### src/rtl/exe_seq_pkg.sv
`default_nettype none
// ============================================================================
//  Module   : exe_seq_pkg
//  Purpose  : Shared types and constants for the sequential execution unit.
//             Holds the opcode encoding, the control FSM state encoding and
//             the bit positions of the packed 4-bit status flag vector.
//  Revision : 1.0  initial release
// ============================================================================
package exe_seq_pkg;

    // Opcode encoding. 4'hA..4'hF are all reserved; OP_RSVD names the first.
    typedef enum logic [3:0] {
        OP_ADD  = 4'h0,
        OP_SUB  = 4'h1,
        OP_AND  = 4'h2,
        OP_OR   = 4'h3,
        OP_XOR  = 4'h4,
        OP_NOT  = 4'h5,
        OP_SHL  = 4'h6,
        OP_SHR  = 4'h7,
        OP_MUL  = 4'h8,
        OP_DIV  = 4'h9,
        OP_RSVD = 4'hA
    } op_e;

    // Control FSM states.
    typedef enum logic [1:0] {
        ST_IDLE = 2'd0,
        ST_BUSY = 2'd1,
        ST_DONE = 2'd2
    } state_e;

    // Packed flag vector layout: {NF, PF, BF1, BF0}.
    localparam int c_FLAG_BF0 = 0;
    localparam int c_FLAG_BF1 = 1;
    localparam int c_FLAG_PF  = 2;
    localparam int c_FLAG_NF  = 3;
    localparam int c_FLAG_W   = 4;

endpackage
`default_nettype wire

### src/rtl/exe_iter_muldiv.sv
`default_nettype none
// ============================================================================
//  Module   : exe_iter_muldiv
//  Purpose  : Iterative M-step unsigned multiply (shift-add) and divide
//             (restoring). One step per cycle after i_start.
//  Ports    : i_clk, i_rst_n   clock, async active-low reset
//             i_start          load operands and begin (ignored operands
//                              afterwards)
//             i_is_div         1 = divide A/B, 0 = multiply A*B
//             i_a, i_b         operands
//             o_done           high in the cycle that performs the last step
//             o_result         value produced by the current step (valid with
//                              o_done): low product bits or quotient
//             o_ovf            multiply only: high product bits non-zero
//  Revision : 1.0  initial release
// ============================================================================
module exe_iter_muldiv #(
    parameter int M = 4
) (
    input  logic         i_clk,
    input  logic         i_rst_n,
    input  logic         i_start,
    input  logic         i_is_div,
    input  logic [M-1:0] i_a,
    input  logic [M-1:0] i_b,
    output logic         o_done,
    output logic [M-1:0] o_result,
    output logic         o_ovf
);

    localparam int           c_CW   = $clog2(M);
    localparam logic [c_CW-1:0] c_LAST = c_CW'(M - 1);

    logic            r_busy;
    logic            r_is_div;
    logic [c_CW-1:0] r_cnt;
    logic [M-1:0]    r_hi;     // MUL: upper product half; DIV: remainder
    logic [M-1:0]    r_lo;     // MUL: multiplier/low product; DIV: dividend/quotient
    logic [M-1:0]    r_opnd;   // MUL: multiplicand; DIV: divisor

    logic [M:0]      w_mul_sum;
    logic [M:0]      w_div_rem;
    logic [M:0]      w_div_sub;
    logic            w_div_ge;
    logic [M-1:0]    w_hi_nxt;
    logic [M-1:0]    w_lo_nxt;

    assign w_mul_sum = {1'b0, r_hi} + (r_lo[0] ? {1'b0, r_opnd} : '0);
    // Remainder shifted left by one with the next dividend bit brought in;
    // it can reach 2*divisor-1, hence the extra bit.
    assign w_div_rem = {r_hi, r_lo[M-1]};
    assign w_div_ge  = (w_div_rem >= {1'b0, r_opnd});
    assign w_div_sub = w_div_rem - {1'b0, r_opnd};

    always_comb begin
        w_hi_nxt = r_hi;
        w_lo_nxt = r_lo;
        if (r_is_div) begin
            w_hi_nxt = w_div_ge ? w_div_sub[M-1:0] : w_div_rem[M-1:0];
            w_lo_nxt = {r_lo[M-2:0], w_div_ge};
        end else begin
            // {carry, sum, multiplier} shifted right by one
            w_hi_nxt = w_mul_sum[M:1];
            w_lo_nxt = {w_mul_sum[0], r_lo[M-1:1]};
        end
    end

    assign o_done   = r_busy && (r_cnt == c_LAST);
    assign o_result = w_lo_nxt;
    assign o_ovf    = !r_is_div && (|w_hi_nxt);

    always_ff @(posedge i_clk or negedge i_rst_n) begin
        if (!i_rst_n) begin
            r_busy   <= 1'b0;
            r_is_div <= 1'b0;
            r_cnt    <= '0;
            r_hi     <= '0;
            r_lo     <= '0;
            r_opnd   <= '0;
        end else if (i_start) begin
            r_busy   <= 1'b1;
            r_is_div <= i_is_div;
            r_cnt    <= '0;
            r_hi     <= '0;
            r_lo     <= i_is_div ? i_a : i_b;
            r_opnd   <= i_is_div ? i_b : i_a;
        end else if (r_busy) begin
            r_hi <= w_hi_nxt;
            r_lo <= w_lo_nxt;
            if (r_cnt == c_LAST) begin
                r_busy <= 1'b0;
                r_cnt  <= '0;
            end else begin
                r_cnt <= r_cnt + 1'b1;
            end
        end
    end

endmodule
`default_nettype wire

### src/rtl/exe_unit_seq.sv
`default_nettype none
// ============================================================================
//  Module   : exe_unit_seq
//  Purpose  : Handshaked execution unit. Accepts {oper, argA, argB}, produces
//             an M-bit result plus BF0/BF1/PF/NF flags and holds them until
//             the consumer takes them. Logic/add/shift ops finish in one
//             cycle; MUL/DIV run M cycles in exe_iter_muldiv.
//  Ports    : i_clk, i_rst_n           clock, async active-low reset
//             i_req_valid/o_req_ready  request handshake
//             i_oper, i_argA, i_argB   opcode and unsigned operands
//             o_res_valid/i_res_ready  response handshake
//             o_result                 result
//             o_BF0 zero, o_BF1 exception, o_PF even parity, o_NF msb
//  Revision : 1.0  initial release
// ============================================================================
module exe_unit_seq
    import exe_seq_pkg::*;
#(
    parameter int M = 4,
    parameter int N = 4
) (
    input  logic         i_clk,
    input  logic         i_rst_n,
    input  logic         i_req_valid,
    output logic         o_req_ready,
    input  logic [N-1:0] i_oper,
    input  logic [M-1:0] i_argA,
    input  logic [M-1:0] i_argB,
    output logic         o_res_valid,
    input  logic         i_res_ready,
    output logic [M-1:0] o_result,
    output logic         o_BF0,
    output logic         o_BF1,
    output logic         o_PF,
    output logic         o_NF
);

    localparam int c_SW = $clog2(M);

    state_e                r_state;
    logic                  r_res_valid;
    logic [M-1:0]          r_result;
    logic [c_FLAG_W-1:0]   r_flags;

    logic [3:0]            w_op;
    logic                  w_accept;
    logic                  w_start_iter;
    logic [M:0]            w_add;
    logic [M:0]            w_sub;
    logic [c_SW-1:0]       w_shamt;
    logic [M-1:0]          w_alu_res;
    logic                  w_alu_exc;
    logic                  w_iter_done;
    logic [M-1:0]          w_iter_res;
    logic                  w_iter_ovf;

    function automatic logic [c_FLAG_W-1:0] f_flags(input logic [M-1:0] res,
                                                    input logic         exc);
        logic [c_FLAG_W-1:0] f;
        f             = '0;
        f[c_FLAG_BF0] = (res == '0);
        f[c_FLAG_BF1] = exc;
        f[c_FLAG_PF]  = ~(^res);
        f[c_FLAG_NF]  = res[M-1];
        return f;
    endfunction

    // Fixed encoding occupies the low four opcode bits.
    assign w_op        = i_oper[3:0];
    assign o_req_ready = (r_state == ST_IDLE) || ((r_state == ST_DONE) && i_res_ready);
    assign w_accept    = i_req_valid && o_req_ready;
    // DIV by zero is answered by the single-cycle path, skipping BUSY.
    assign w_start_iter = w_accept &&
                          ((w_op == OP_MUL) || ((w_op == OP_DIV) && (i_argB != '0)));

    assign w_add   = {1'b0, i_argA} + {1'b0, i_argB};
    assign w_sub   = {1'b0, i_argA} - {1'b0, i_argB};
    assign w_shamt = i_argB[c_SW-1:0];

    always_comb begin
        w_alu_res = '0;
        w_alu_exc = 1'b0;
        case (w_op)
            OP_ADD: begin w_alu_res = w_add[M-1:0]; w_alu_exc = w_add[M]; end
            OP_SUB: begin w_alu_res = w_sub[M-1:0]; w_alu_exc = w_sub[M]; end
            OP_AND: w_alu_res = i_argA & i_argB;
            OP_OR:  w_alu_res = i_argA | i_argB;
            OP_XOR: w_alu_res = i_argA ^ i_argB;
            OP_NOT: w_alu_res = ~i_argA;
            OP_SHL: w_alu_res = i_argA << w_shamt;
            OP_SHR: w_alu_res = i_argA >> w_shamt;
            OP_MUL: w_alu_res = '0;
            // Only reached with B == 0; non-zero divisors go iterative.
            OP_DIV: begin w_alu_res = '1; w_alu_exc = 1'b1; end
            default: begin w_alu_res = '0; w_alu_exc = 1'b1; end
        endcase
    end

    exe_iter_muldiv #(
        .M (M)
    ) u_iter (
        .i_clk    (i_clk),
        .i_rst_n  (i_rst_n),
        .i_start  (w_start_iter),
        .i_is_div (w_op == OP_DIV),
        .i_a      (i_argA),
        .i_b      (i_argB),
        .o_done   (w_iter_done),
        .o_result (w_iter_res),
        .o_ovf    (w_iter_ovf)
    );

    always_ff @(posedge i_clk or negedge i_rst_n) begin
        if (!i_rst_n) begin
            r_state     <= ST_IDLE;
            r_res_valid <= 1'b0;
            r_result    <= '0;
            r_flags     <= '0;
        end else begin
            case (r_state)
                ST_IDLE, ST_DONE: begin
                    if (w_accept) begin
                        if (w_start_iter) begin
                            r_state     <= ST_BUSY;
                            r_res_valid <= 1'b0;
                        end else begin
                            r_state     <= ST_DONE;
                            r_res_valid <= 1'b1;
                            r_result    <= w_alu_res;
                            r_flags     <= f_flags(w_alu_res, w_alu_exc);
                        end
                    end else if ((r_state == ST_DONE) && i_res_ready) begin
                        r_state     <= ST_IDLE;
                        r_res_valid <= 1'b0;
                    end
                end
                ST_BUSY: begin
                    if (w_iter_done) begin
                        r_state     <= ST_DONE;
                        r_res_valid <= 1'b1;
                        r_result    <= w_iter_res;
                        r_flags     <= f_flags(w_iter_res, w_iter_ovf);
                    end
                end
                default: begin
                    r_state     <= ST_IDLE;
                    r_res_valid <= 1'b0;
                end
            endcase
        end
    end

    assign o_res_valid = r_res_valid;
    assign o_result    = r_result;
    assign o_BF0       = r_flags[c_FLAG_BF0];
    assign o_BF1       = r_flags[c_FLAG_BF1];
    assign o_PF        = r_flags[c_FLAG_PF];
    assign o_NF        = r_flags[c_FLAG_NF];

endmodule
`default_nettype wire
### config.mk
export PLATFORM = sky130hd
export DESIGN_NAME = exe_unit_seq
export DESIGN_NICKNAME = d
export VERILOG_FILES = /design/src/rtl/exe_seq_pkg.sv /design/src/rtl/exe_iter_muldiv.sv /design/src/rtl/exe_unit_seq.sv
export SDC_FILE = /design/constraint.sdc
export NUM_CORES = 1
export LEC_CHECK = 0
export ABC_AREA = 0
export CAP_MARGIN = 15
export CORE_ASPECT_RATIO = 0.6
export CORE_MARGIN = 4
export CORE_UTILIZATION = 58
export DETAILED_ROUTE_END_ITERATION = 10
export GPL_TIMING_DRIVEN = 0
export HOLD_SLACK_MARGIN = 0.05
export PLACE_DENSITY = 0.81
export SYNTH_ARGS = -nofsm -noshare
export SYNTH_HDL_FRONTEND = slang
export SYNTH_SLANG_ARGS = --single-unit
### constraint.sdc
create_clock -name i_clk -period 2.6 [get_ports i_clk]
set_clock_uncertainty 0.05 [all_clocks]
set_input_delay 0.52 -clock i_clk [delete_from_list [all_inputs] [get_ports i_clk]]
set_output_delay 0.52 -clock i_clk [all_outputs]
set_load 0.03 [all_outputs]
======== After elaboration in Yosys (flattened, before gate mapping) ========
Index checks and enable logic that the tools add are counted.
operators by class
  reductions and logical operators ........ 23
  divide/modulo/power cells ............... 0
  eq/ne operators ......................... 16
  add/sub/neg operators ................... 5
  $mul .................................... 0
  muxes and demuxes ....................... 36
  order comparisons ....................... 1
  bitwise logic cells ..................... 6
  shift operators ......................... 2
operators with widths
  kind                                                             count
  4-bit two-way mux                                                16
  4-bit case mux with 9 select lines                               1
  4-bit by 3-bit == test with 1-bit output, second input constant  4
  4-bit case mux with 2 select lines                               2
  2-bit two-way mux                                                7
  4-bit logical NOT                                                3
  4-bit by 4-bit adder with 5-bit output                           2
  4-bit by 2-bit == test with 1-bit output, second input constant  2
  4-bit == test, second input constant                             2
  4-bit XOR reduction                                              2
  1-bit two-way mux                                                7
  7-bit OR reduction                                               1
  1-bit logical AND                                                6
  5-bit by 4-bit greater-or-equal comparator with 1-bit output     1
  4-bit by 4-bit subtractor with 5-bit output                      1
  4-bit bitwise AND                                                1
  2-bit == test, second input constant                             2
  4-bit by 1-bit == test with 1-bit output, second input constant  1
  2-bit != test, second input constant                             2
  4-bit inverter                                                   1
  4-bit bitwise OR                                                 1
  2-bit case mux with 2 select lines                               1
  4-bit AND reduction                                              1
  2-bit nonzero test                                               2
  other kinds (18)                                                 20
storage, ports and cells
  memories ................................ 0
  memory bits (read-only) ................. 0
  flip-flop bits (word level) ............. 27
  RAM bits ................................ 0
  output and inout port bits .............. 10
  bits in latches ......................... 0
  input bits .............................. 16

======== Longest topological paths before layout ========
Gate-level depths: netlist of the first run.
  depth in word-level cells ............... 8
  gate-level depth with buffers ........... 12
  gate-level depth less buffers ........... 12

======== By module ========
A second synthesis of the first run with hierarchy kept.
second synthesis, totals
  cells, all modules ...................... 320
  area, all modules ....................... 2716.4 um^2
by module, submodules not included
  module           sequential area each (um^2)  cells an instance  area an instance (um^2)  times used
  exe_unit_seq     225.2                        181                1417.6                   1
  exe_iter_muldiv  400.4                        139                1298.7                   1

======== Worst setup path before layout of the first run ========
Ideal clock, no wire load.
  kind .................................... input to register
  start ................................... in i_argA[0]
  end ..................................... reg r_flags[2]
  path slack .............................. -0.166 ns
  library setup time ...................... 0.123 ns
  arrival ................................. 2.593 ns
  buffers on the path ..................... 0
  stages .................................. 12
  path through ............................ inv_1 -> ha_1 -> fa_1 -> xor2_1 -> o21ai_0 -> o22ai_1 -> and3_1 -> nor3_1 -> ha_1 -> xnor2_1 -> o21ai_0 -> a21oi_1
on the way
  cells in the longest elaborated chain, start to end .. 7
  elaborated cells between the ends (all ways) .. 14
  those cells by class .................... add/sub (2); shift (2); mux (4); bitwise (5); reduce/logical (1)
RTL lines
  what                                                                       line                 RTL
  start, declared                                                            exe_unit_seq.sv:27   input logic [M-1:0] i_argA,
  4-bit by 4-bit subtractor with 5-bit output, or another cell as far along  exe_unit_seq.sv:77   assign w_sub = {1'b0, i_argA} - {1'b0, i_argB};
  4-bit case mux with 9 select lines (*)                                     exe_unit_seq.sv:83   case (w_op)
  4-bit XOR reduction (*)                                                    exe_unit_seq.sv:63   f[c_FLAG_PF] = ~(^res);
  1-bit inverter (*)                                                         exe_unit_seq.sv:63
  4-bit two-way mux (*)                                                      exe_unit_seq.sv:123  if (w_start_iter) begin
  4-bit two-way mux (*)                                                      exe_unit_seq.sv:122  if (w_accept) begin
  4-bit case mux with 2 select lines (*)                                     exe_unit_seq.sv:120  case (r_state)
  end signal, assigned                                                       exe_unit_seq.sv:130  r_flags <= f_flags(w_alu_res, w_alu_exc);
  end signal, assigned                                                       exe_unit_seq.sv:142  r_flags <= f_flags(w_iter_res, w_iter_ovf);
  end, declared                                                              exe_unit_seq.sv:43   logic [c_FLAG_W-1:0] r_flags;
Every way passes the cells marked *; elsewhere a longest branch is shown, timed or not. The select of a mux whose other input is x is not followed.
A chain may end at the register's enable or synchronous reset.

======== Worst setup path in the final report of the first run ========
  start ................................... in i_argB[1]
  end ..................................... reg r_flags[2]
on the way
  cells in the longest elaborated chain, start to end .. 7
  elaborated cells between the ends (all ways) .. 19
  those cells by class .................... add/sub (2); eq/ne (1); shift (2); mux (4); bitwise (4); reduce/logical (6)
RTL lines
  what                                                                       line                 RTL
  start, declared                                                            exe_unit_seq.sv:28   input logic [M-1:0] i_argB,
  4-bit by 4-bit subtractor with 5-bit output, or another cell as far along  exe_unit_seq.sv:77
  4-bit case mux with 9 select lines                                         exe_unit_seq.sv:83
  4-bit XOR reduction                                                        exe_unit_seq.sv:63
  1-bit inverter                                                             exe_unit_seq.sv:63
  4-bit two-way mux                                                          exe_unit_seq.sv:123
  4-bit two-way mux                                                          exe_unit_seq.sv:122
  4-bit case mux with 2 select lines                                         exe_unit_seq.sv:120
Parallel ways exist; a longest one is shown, timed or not. The select of a mux whose other input is x is not followed.

==> reports/qor.yml, run 1 <==
global_route:
  grt_max_degree: 26
  antenna_found_initial: 0
  track_usage_pct: 27.2
  first_global_vias: 2248
  overflow: 0
  grt_pass1_wl_mm: 11.7
cells_and_area:
  fin_area_um2: 3310
  antenna_cells: 0
  final_nets: 401
  final_layout_size_suffix_gt1_share_pct: 24.6
  area_growth_pct: 27.6
floorplan:
  placeableCoreArea_um2: 4210
  num_rows: 18
  die_h_um: 59.8
  die_area_um2: 5640
  start_util_pct: 61.5
  boundaryPins: 26
  die_w_um: 94.3
synthesis:
  synth-async-reset-ratio_pct: 100
  avgSynthCellArea_um2: 8.41
  syn-cell-area_um2: 2590
  synth_edf_count: 0
  syn_inst: 308
  synth_flop_cell: "dfrtp_1"
  netlist.area_leader.share_pct: 24.1
  synth.top_cells.by_area: "dfrtp_1 24%, ha_1 13%, mux2i_1 7.0%"
  yosysWarnings: 0
  syn-num-nets: 354
  synth_area_leader_cell: "dfrtp_1"
  ys_ff_latch: 25
  ys_seq_area_share_pct: 24.1
  yosysUniqueCellTypes: 60
detailed_routing:
  vias: 2667
  drtIter0Drc: 324
  totalWireLength_mm: 7.96
  wl_per_cell_um: 19.2
  drtPass1Iterations: 5
  drc: 0
  via_per_inst: 6.44
  ant_nets: 0
clocking:
  htreeDepth: 1
  cts_tree: "built"
  numCtsBuffers: 3
  clkLatencyLatePin_ps: 280
  cts-root-buf: "clkbuf_8"
  clk_path_buf_depth: 2
  postCtsHoldBufs: 0
  cts_sinks: 25
  clkTransAtPathRegs_ps: 90
sta:
  max_clock_freq_mhz: 383
  fin_crit_ps: 2610
  tightest_slew_ps: 451
  finalHoldViolCount: 0
  holdWs_ps: 418
  period_share_pct: 100
  worst_slack_ps: -13.0
  grt_setup_unrepaired: "true"
  finalMaxSlewViolations: 0
  maxSlewHeadroom_pct: 69.6
  setup_violations: 1
placed_design:
  gp_congestion: 1.02
  placed_area_um2: 2930
  place_hpwl_mm: 5.62
  numPortBuffers: 25
power:
  powerDensity_nw_per_um2: 738
  combPwrFrac_pct: 63.6
  power_frac_clock_pct: 10.0
  ir_drop_mv: 0.523
  internal_power_uw: 1340
  p_leak_uw: 0.00145
  sw_frac_of_total_pct: 45.2
  net-switching-power_uw: 1100
  seqPwrFrac_pct: 26.4
worst_setup_path:
  path_delay_family: "compound AO/OA/AOI/OAI gates"
  critPathMaxFanout: 6
  setup.worst_path.end_class: "register"
  regToRegEndpoint: "r_flags[2]"
  slowest_stage: "xnor2_1"
  startpoint_type: "input pin"
  critPathBufInv: 3
  path_cells: "buf_4 > buf_8 > inv_4 > ha_4 > a21o_1 > a211oi_2 > a21oi_1 > xnor2_1 > o21a_1 > ha_4 > xnor2_2 > o21ai_1 > a21oi_1"
  worstReg2RegStart: "u_iter.r_hi[0]"
  reg2reg_slack_ps: 100
  max_stage_delay_ps: 290
  setup.worst_path.class: "in -> reg"
  arrival_ps: 2770
  reg2reg_depth: 11
  cp.required_ps: 2750
run:
  maxCapViolCount: 0
run_status:
  outcome: "complete, but fails checks"
  violations: "negative setup slack"
worst_hold_path:
  hold_path_class: "in -> async"
cells by family (layout without fill, tap and decap cells):
family,count (synthesis),in the layout,share of synthesized area [%]
compound gates,85,85,23.3
xor+xnor,7,7,2.37
fa+ha+maj,30,30,15.6
buf+inv,34,80,5.60
flops,25,25,24.1
mux,20,20,8.26
simple gates,107,107,20.7
metrics by stage:
stage	utilization (%)	instances	power (uW)	setup WS, ps	setup TNS (ps)
4_1_cts	73.2	402	2230	4.82	0
3_5_place_dp	69.5	393	1960	-1110	-4490
6_report	78.5	414	2440	-13.0	-13.0
2_1_floorplan	-	308	1580	23.8	0
3_3_place_gp	69.5	393	1930	-1030	-4020
5_1_grt	78.5	414	2600	-51.2	-51.2
registers in the layout (all words and copies together) (netlist names):
name and count:
u_iter.r_busy 1, u_iter.r_cnt 2, u_iter.r_lo 4, u_iter.r_opnd 4
r_state 2, r_flags 3, u_iter.r_hi 4, o_result 4
u_iter.r_is_div 1
how the worst max path moves through the flow:
stage	slack, ps	cells after the start	to	from
6_report	-10	13	r_flags[2]	i_argB[1]
5_1_grt	-50	11	r_flags[2]	i_oper[1]
4_1_cts	5	12	r_flags[2]	i_oper[3]
3_5_place_dp	-1110	13	r_flags[2]	i_argB[1]
3_3_place_gp	-1030	13	r_flags[2]	i_argB[1]
2_1_floorplan	20	12	r_flags[2]	i_argA[0]
Yosys cell counts (3+ instances only):
| library cell | number |
|---|---|
| nor3_1 | 8 |
| fa_1 | 4 |
| and3_1 | 4 |
| a211oi_1 | 3 |
| a21oi_1 | 18 |
| nor2_1 | 24 |
| a31oi_1 | 4 |
| o211ai_1 | 6 |
| ha_1 | 26 |
| buf_2 | 8 |
| nand2b_1 | 8 |
| o21ai_0 | 16 |
| a21o_1 | 4 |
| nand2_1 | 31 |
| clkbuf_1 | 7 |
| mux2i_1 | 18 |
| inv_1 | 15 |
| o22ai_1 | 7 |
| xor2_1 | 3 |
| nor3b_1 | 3 |
| and2_1 | 6 |
| dfrtp_1 | 25 |
| xnor2_1 | 4 |
| nor2b_1 | 7 |
| nand3_1 | 7 |
metal layers:
metal	up-vias	wire length, um	global-route usage, %
met4	0	141	4.12
met2	195	3050	35.0
met5	-	0	0
met3	22	1120	9.56
li1	1202	-	-
met1	1248	3640	43.3
placed cells by master, fill, tap and decap left out, drive strengths merged, types with 3 or more instances in the layout:
cell           count
buf               35
nand2             31
ha                26
dfrtp             25
nor2              25
a21oi             19
mux2i             18
o21ai             17
inv               15
clkbuf            13
clkdlybuf4s50     12
nor3               9
nand2b             8
o22ai              7
nor2b              7
nand3              7
and2               6
o211ai             6
a21o               4
and3               4
xnor2              4
a31oi              4
a211oi             4
fa                 4
nor3b              3
xor2               3
cell type report:
cell class / instances / area [um^2]
Tap cell: 60 / 75.1
Buffer: 17 / 121
Multi-Input combinational cell: 249 / 1960
Clock inverter: 1 / 7.51
Clock buffer: 3 / 41.3
Sequential cell: 25 / 627
Inverter: 16 / 68.8
Timing Repair Buffer: 43 / 400
Fill cell: 293 / 906
worst reg2reg max path, stage by stage (launching register included):
cell and delay, ps:
dfrtp_1 450, ha_2 210, or4_4 540, a21oi_4 170, or2_4 170, a21oi_4 70
inv_1 80, ha_1 230, xor2_1 140, nand2_1 60, o21ai_1 80, a21oi_1 190
power groups by stage:
stage / registers, uW / clock network, uW / logic, uW
2_1_floorplan: 682 / 0 / 901
3_3_place_gp: 639 / 0 / 1290
3_5_place_dp: 645 / 0 / 1320
4_1_cts: 638 / 245 / 1350
5_1_grt: 662 / 262 / 1680
6_report: 644 / 244 / 1550
what timing repair did:
action,4_1_cts,5_1_grt
gates resized for setup,55,49
pin swaps,5,18
setup endpoints to repair,6,2
buffers inserted,6,11
Power figures use the tool's default switching activity.
==> inputs of run 2 (changes only) <==
Settings changed: PLACE_DENSITY 0.81 to 0.79.
==> reports/qor.yml, run 2 (synthesized netlist as in run 1, its figures left out) <==
cells_and_area:
  regArea_um2: 628
  fin_area_um2: 3340
  antenna_cells: 0
  final_nets: 404
  mostFrequentLayoutCell: "nand2_1"
  multi_input_area_um2: 1990
  area_growth_pct: 29.0
  fillers: 280
  mostFrequentLayoutCells: "31 x nand2_1, 24 x buf_4, 23 x nor2_1, 23 x dfrtp_1, 18 x mux2i_1"
  final_layout_size_suffix_gt1_share_pct: 25.2
clocking:
  cts-root-buf: "clkbuf_8"
  clk_path_buf_depth: 2
  postCtsHoldBufs: 0
  htreeDepth: 1
  cts_tree: "built"
  numCtsBuffers: 3
  clkTransAtPathRegs_ps: 90
  clkLatencyLatePin_ps: 280
  cts_sinks: 25
power:
  ir_drop_mv: 0.638
  internal_power_uw: 1340
  net-switching-power_uw: 1140
  combPwrFrac_pct: 63.6
  sw_frac_of_total_pct: 46.1
  p_leak_uw: 0.00148
  seqPwrFrac_pct: 26.4
  power_frac_clock_pct: 10.0
  powerDensity_nw_per_um2: 743
worst_setup_path:
  arrival_ps: 2680
  setup.worst_path.class: "in -> reg"
  critPathMaxFanout: 10
  startpoint_type: "input pin"
  worstReg2RegStart: "u_iter.r_opnd[1]"
  reg2reg_depth: 12
  setup.worst_path.end_class: "register"
  reg2reg_slack_ps: 60
  regToRegEndpoint: "r_flags[2]"
  cp.required_ps: 2720
placed_design:
  dp_worst_setup_slack_ps: -1080
  numPortBuffers: 25
  placed_area_um2: 2930
  gp_congestion: 0.980
  place_hpwl_mm: 5.85
global_route:
  grt_pass1_wl_mm: 12.7
  grt_max_degree: 26
  track_usage_pct: 29.7
  first_global_vias: 2449
  overflow: 0
  antenna_found_initial: 0
sta:
  max_clock_freq_mhz: 391
  fin_crit_ps: 2560
  finalMaxSlewViolations: 0
  tns_ps: 0
  setup_violations: 0
  finalHoldViolCount: 0
  worst_slack_ps: 41.9
  period_share_pct: 98.4
  grt_setup_unrepaired: "true"
  maxSlewHeadroom_pct: 60.3
  tightest_slew_ps: 595
floorplan:
  boundaryPins: 26
  placeableCoreArea_um2: 4210
  start_util_pct: 61.5
  die_h_um: 59.8
  num_rows: 18
  die_area_um2: 5640
  die_w_um: 94.3
detailed_routing:
  drtIter0Drc: 368
  drtPass1Iterations: 5
  vias: 2715
  drc: 0
  wl_per_cell_um: 20.6
  totalWireLength_mm: 8.60
  ant_nets: 0
  via_per_inst: 6.51
worst_hold_path:
  min_to: "r_state[1]"
  hold_path_class: "reg -> reg"
  hold_start: "r_state[0]"
  whs_path_depth: 1
run:
  maxCapViolCount: 0
run_status:
  outcome: "finished, final reports clean"
run 2: cell types whose count changed in the layout (fill, tap and decap cells not counted), moves of 2 or more:
cell	previous run	this run
inv_2	1	4
buf_4	22	24
buf_6	3	5
clkbuf_2	5	3
clkinvlp_4	2	0
ha_2	5	3
ha_4	4	6
run 2: area by class of cell:
cell class / count / area share (%)
clock buffers: 3 / 1.24
inverters: 16 / 1.87
well taps: 60 / 2.25
clock inverters: 1 / 0.262
multi-input cells: 249 / 59.4
repair buffers: 46 / 12.5
flip-flops and latches: 25 / 18.8
plain buffers: 17 / 3.67
run 2: layer usage:
metal	track usage [%]	vias up	part of all wire (%)
met3	13.3	24	13
met4	2.47	0	1.3
met5	0	-	0
met2	41.5	185	40
met1	43.5	1295	46
li1	-	1211	-
run 2: how the worst max path moves through the flow:
| stage | from | to | slack, ps |
|---|---|---|---|
| finish | i_oper[0] | r_flags[2] | 40 |
| global route | i_argB[1] | r_flags[2] | -110 |
| CTS | u_iter.r_opnd[1] | r_flags[2] | 10 |
| detailed placement | i_argA[0] | r_flags[2] | -1080 |
| global placement | i_argA[0] | r_flags[2] | -1060 |
| floorplan | i_argA[0] | r_flags[2] | 20 |
run 2: what timing repair did:
action / CTS / global route
gates resized for setup: 62 / 36
pin swaps: 7 / 15
setup buffers: 12 / 8
endpoints found under the setup margin: 6 / 3
run 2: power by group through the flow:
stage | Sequential (uW) | Combinational [uW] | Clock, uW
2_1_floorplan | 682 | 901 | 0
6_report | 655 | 1580 | 249
3_3_place_gp | 643 | 1290 | 0
4_1_cts | 643 | 1400 | 248
3_5_place_dp | 649 | 1330 | 0
5_1_grt | 670 | 1710 | 275
run 2: critical path, cell delays in order:
cell and delay (ps):
dlygate4sd2_1 270, buf_6 170, nor2_1 70, a31oi_1 190, nand2_1 90, a221o_1 310, a31oi_2 230, a21boi_4 230
ha_4 220, xnor2_2 130, o21ai_2 160, a21oi_1 80
run 2: per-stage QoR:
stage,std cells,total power [uW],util (%),hold slack (ps)
2_1_floorplan,308,1580,-,174
3_3_place_gp,393,1930,69.5,430
3_5_place_dp,393,1980,69.5,448
4_1_cts,408,2290,75.1,463
5_1_grt,417,2660,79.4,490
6_report,417,2480,79.4,463
==> inputs of run 3 (changes only) <==
Settings changed: CORE_UTILIZATION 58 to 40, CTS_CLUSTER_SIZE from default to 20, PLACE_DENSITY 0.79 to 0.57.
==> reports/qor.yml, run 3 (synthesized netlist as in run 1, its figures left out) <==
run_status:
  outcome: "finished, final reports clean"
cells_and_area:
  fin_area_um2: 3370
  mostFrequentLayoutCell: "nand2_1"
  area_growth_pct: 29.9
  multi_input_area_um2: 1960
  final_layout_size_suffix_gt1_share_pct: 24.9
  final_nets: 405
  instances_no_fill: 442
  regArea_um2: 627
  fillers: 568
  mostFrequentLayoutCells: "31 x nand2_1, 25 x buf_4, 24 x dfrtp_1"
  antenna_cells: 0
sta:
  setup_violations: 0
  period_share_pct: 97.8
  tns_ps: 0
  finalHoldViolCount: 0
  tightest_slew_ps: 544
  fin_crit_ps: 2540
  maxSlewHeadroom_pct: 63.6
  finalMaxSlewViolations: 0
  holdWs_ps: 438
  max_clock_freq_mhz: 393
floorplan:
  placeableCoreArea_um2: 6190
  die_area_um2: 7870
  start_util_pct: 41.8
  die_w_um: 112
  num_rows: 22
  boundaryPins: 26
  die_h_um: 70.3
worst_setup_path:
  arrival_ps: 2660
  cp.required_ps: 2720
  setup.worst_path.end_class: "register"
  startpoint_type: "input pin"
  critPathMaxFanout: 5
  setup.worst_path.class: "in -> reg"
power:
  power_uw: 2350
  ir_drop_mv: 0.355
  powerDensity_nw_per_um2: 698
  p_leak_uw: 0.00147
placed_design:
  numPortBuffers: 25
  gp_congestion: 1.01
  placed_area_um2: 2960
  place_hpwl_mm: 5.90
  placed_cells: 417
run:
  maxCapViolCount: 0
clocking:
  postCtsHoldBufs: 0
  clkLatencyLatePin_ps: 270
  cts_tree: "built"
  cts-root-buf: "clkbuf_8"
  numCtsBuffers: 3
  clk_path_buf_depth: 2
  cts_sinks: 25
  htreeDepth: 1
  clkTransAtPathRegs_ps: 90
global_route:
  grt_pass1_wl_mm: 12.4
  grt_max_degree: 26
  track_usage_pct: 19.7
  first_global_vias: 2279
  overflow: 0
  antenna_found_initial: 0
detailed_routing:
  drtIter0Drc: 159
  wl_per_cell_um: 17.7
  drc: 0
  drtPass1Iterations: 4
  vias: 2475
  totalWireLength_mm: 7.81
  via_per_inst: 5.60
  ant_nets: 0
worst_hold_path:
  hold_path_class: "reg -> reg"
[run 3: cell count changes in the layout (fill, tap and decap cells not counted), sizes merged]
cell,previous run,this run
clkdlybuf4s50,12,13
clkdlybuf4s15,0,2
dlymetal6s2s,2,1
clkinvlp,0,1
dlygate4sd2,2,1
clkinv,0,1
inv,17,15
[run 3: area by class of cell]
class / instances / area share [%]
Sequential cell: 25 / 18.6
Tap cell: 84 / 3.12
Buffer: 17 / 3.49
Inverter: 16 / 1.97
Clock inverter: 1 / 0.149
Multi-Input combinational cell: 249 / 58.3
Clock buffer: 3 / 1.23
Timing Repair Buffer: 47 / 13.1
[run 3: through the flow]
step / util, % / worst slack, ps
CTS: 51.6 / 0.243
detailed placement: 47.8 / -1100
global placement: 47.8 / -1110
global route: 54.3 / -34.9
floorplan: - / 23.8
finish: 54.3 / 58.1
[run 3: worst max-delay path, stage by stage]
cell	delay (ps)
buf_4	140
ha_4	160
fa_2	350
xor2_1	150
o21ai_1	140
o22ai_1	120
and3_1	210
nor3_2	220
ha_1	290
xnor2_2	150
o21ai_2	140
a21oi_2	70
[run 3: report_power, final]
part	switching (uW)	leakage (uW)	internal [uW]
registers	118	0.000304	521
clock network	129	0.0000255	107
logic	805	0.00114	669
total	1050	0.00147	1300
[run 3: timing repair]
action | in CTS | in global routing
setup buffers | 18 | 3
gates resized for setup | 64 | 36
setup endpoints to repair | 6 | 3
pin swaps | 7 | 14
[run 3: path summary, 6_finish.rpt]
check	startpoint	end	cells after the start	slack, ps
worst max-delay path	i_argB[0]	r_flags[2]	12	60
worst min register to register	o_result[1]	o_result[1]	2	440
worst max register to register	u_iter.r_opnd[1]	r_flags[2]	12	130
worst min-delay path	o_result[1]	o_result[1]	2	440
max in group asynchronous	i_rst_n	u_iter.r_opnd[1]	2	1600
min in group asynchronous	i_rst_n	o_result[3]	1	470
[run 3: metal layers]
| metal | share of wire, % | GRT usage, % | vias up |
|---|---|---|---|
| li1 | - | - | 1216 |
| met1 | 52 | 33.3 | 1164 |
| met2 | 37 | 23.4 | 89 |
| met3 | 11 | 6.67 | 6 |
| met4 | 0.49 | 1.48 | 0 |
| met5 | 0 | 0 | - |
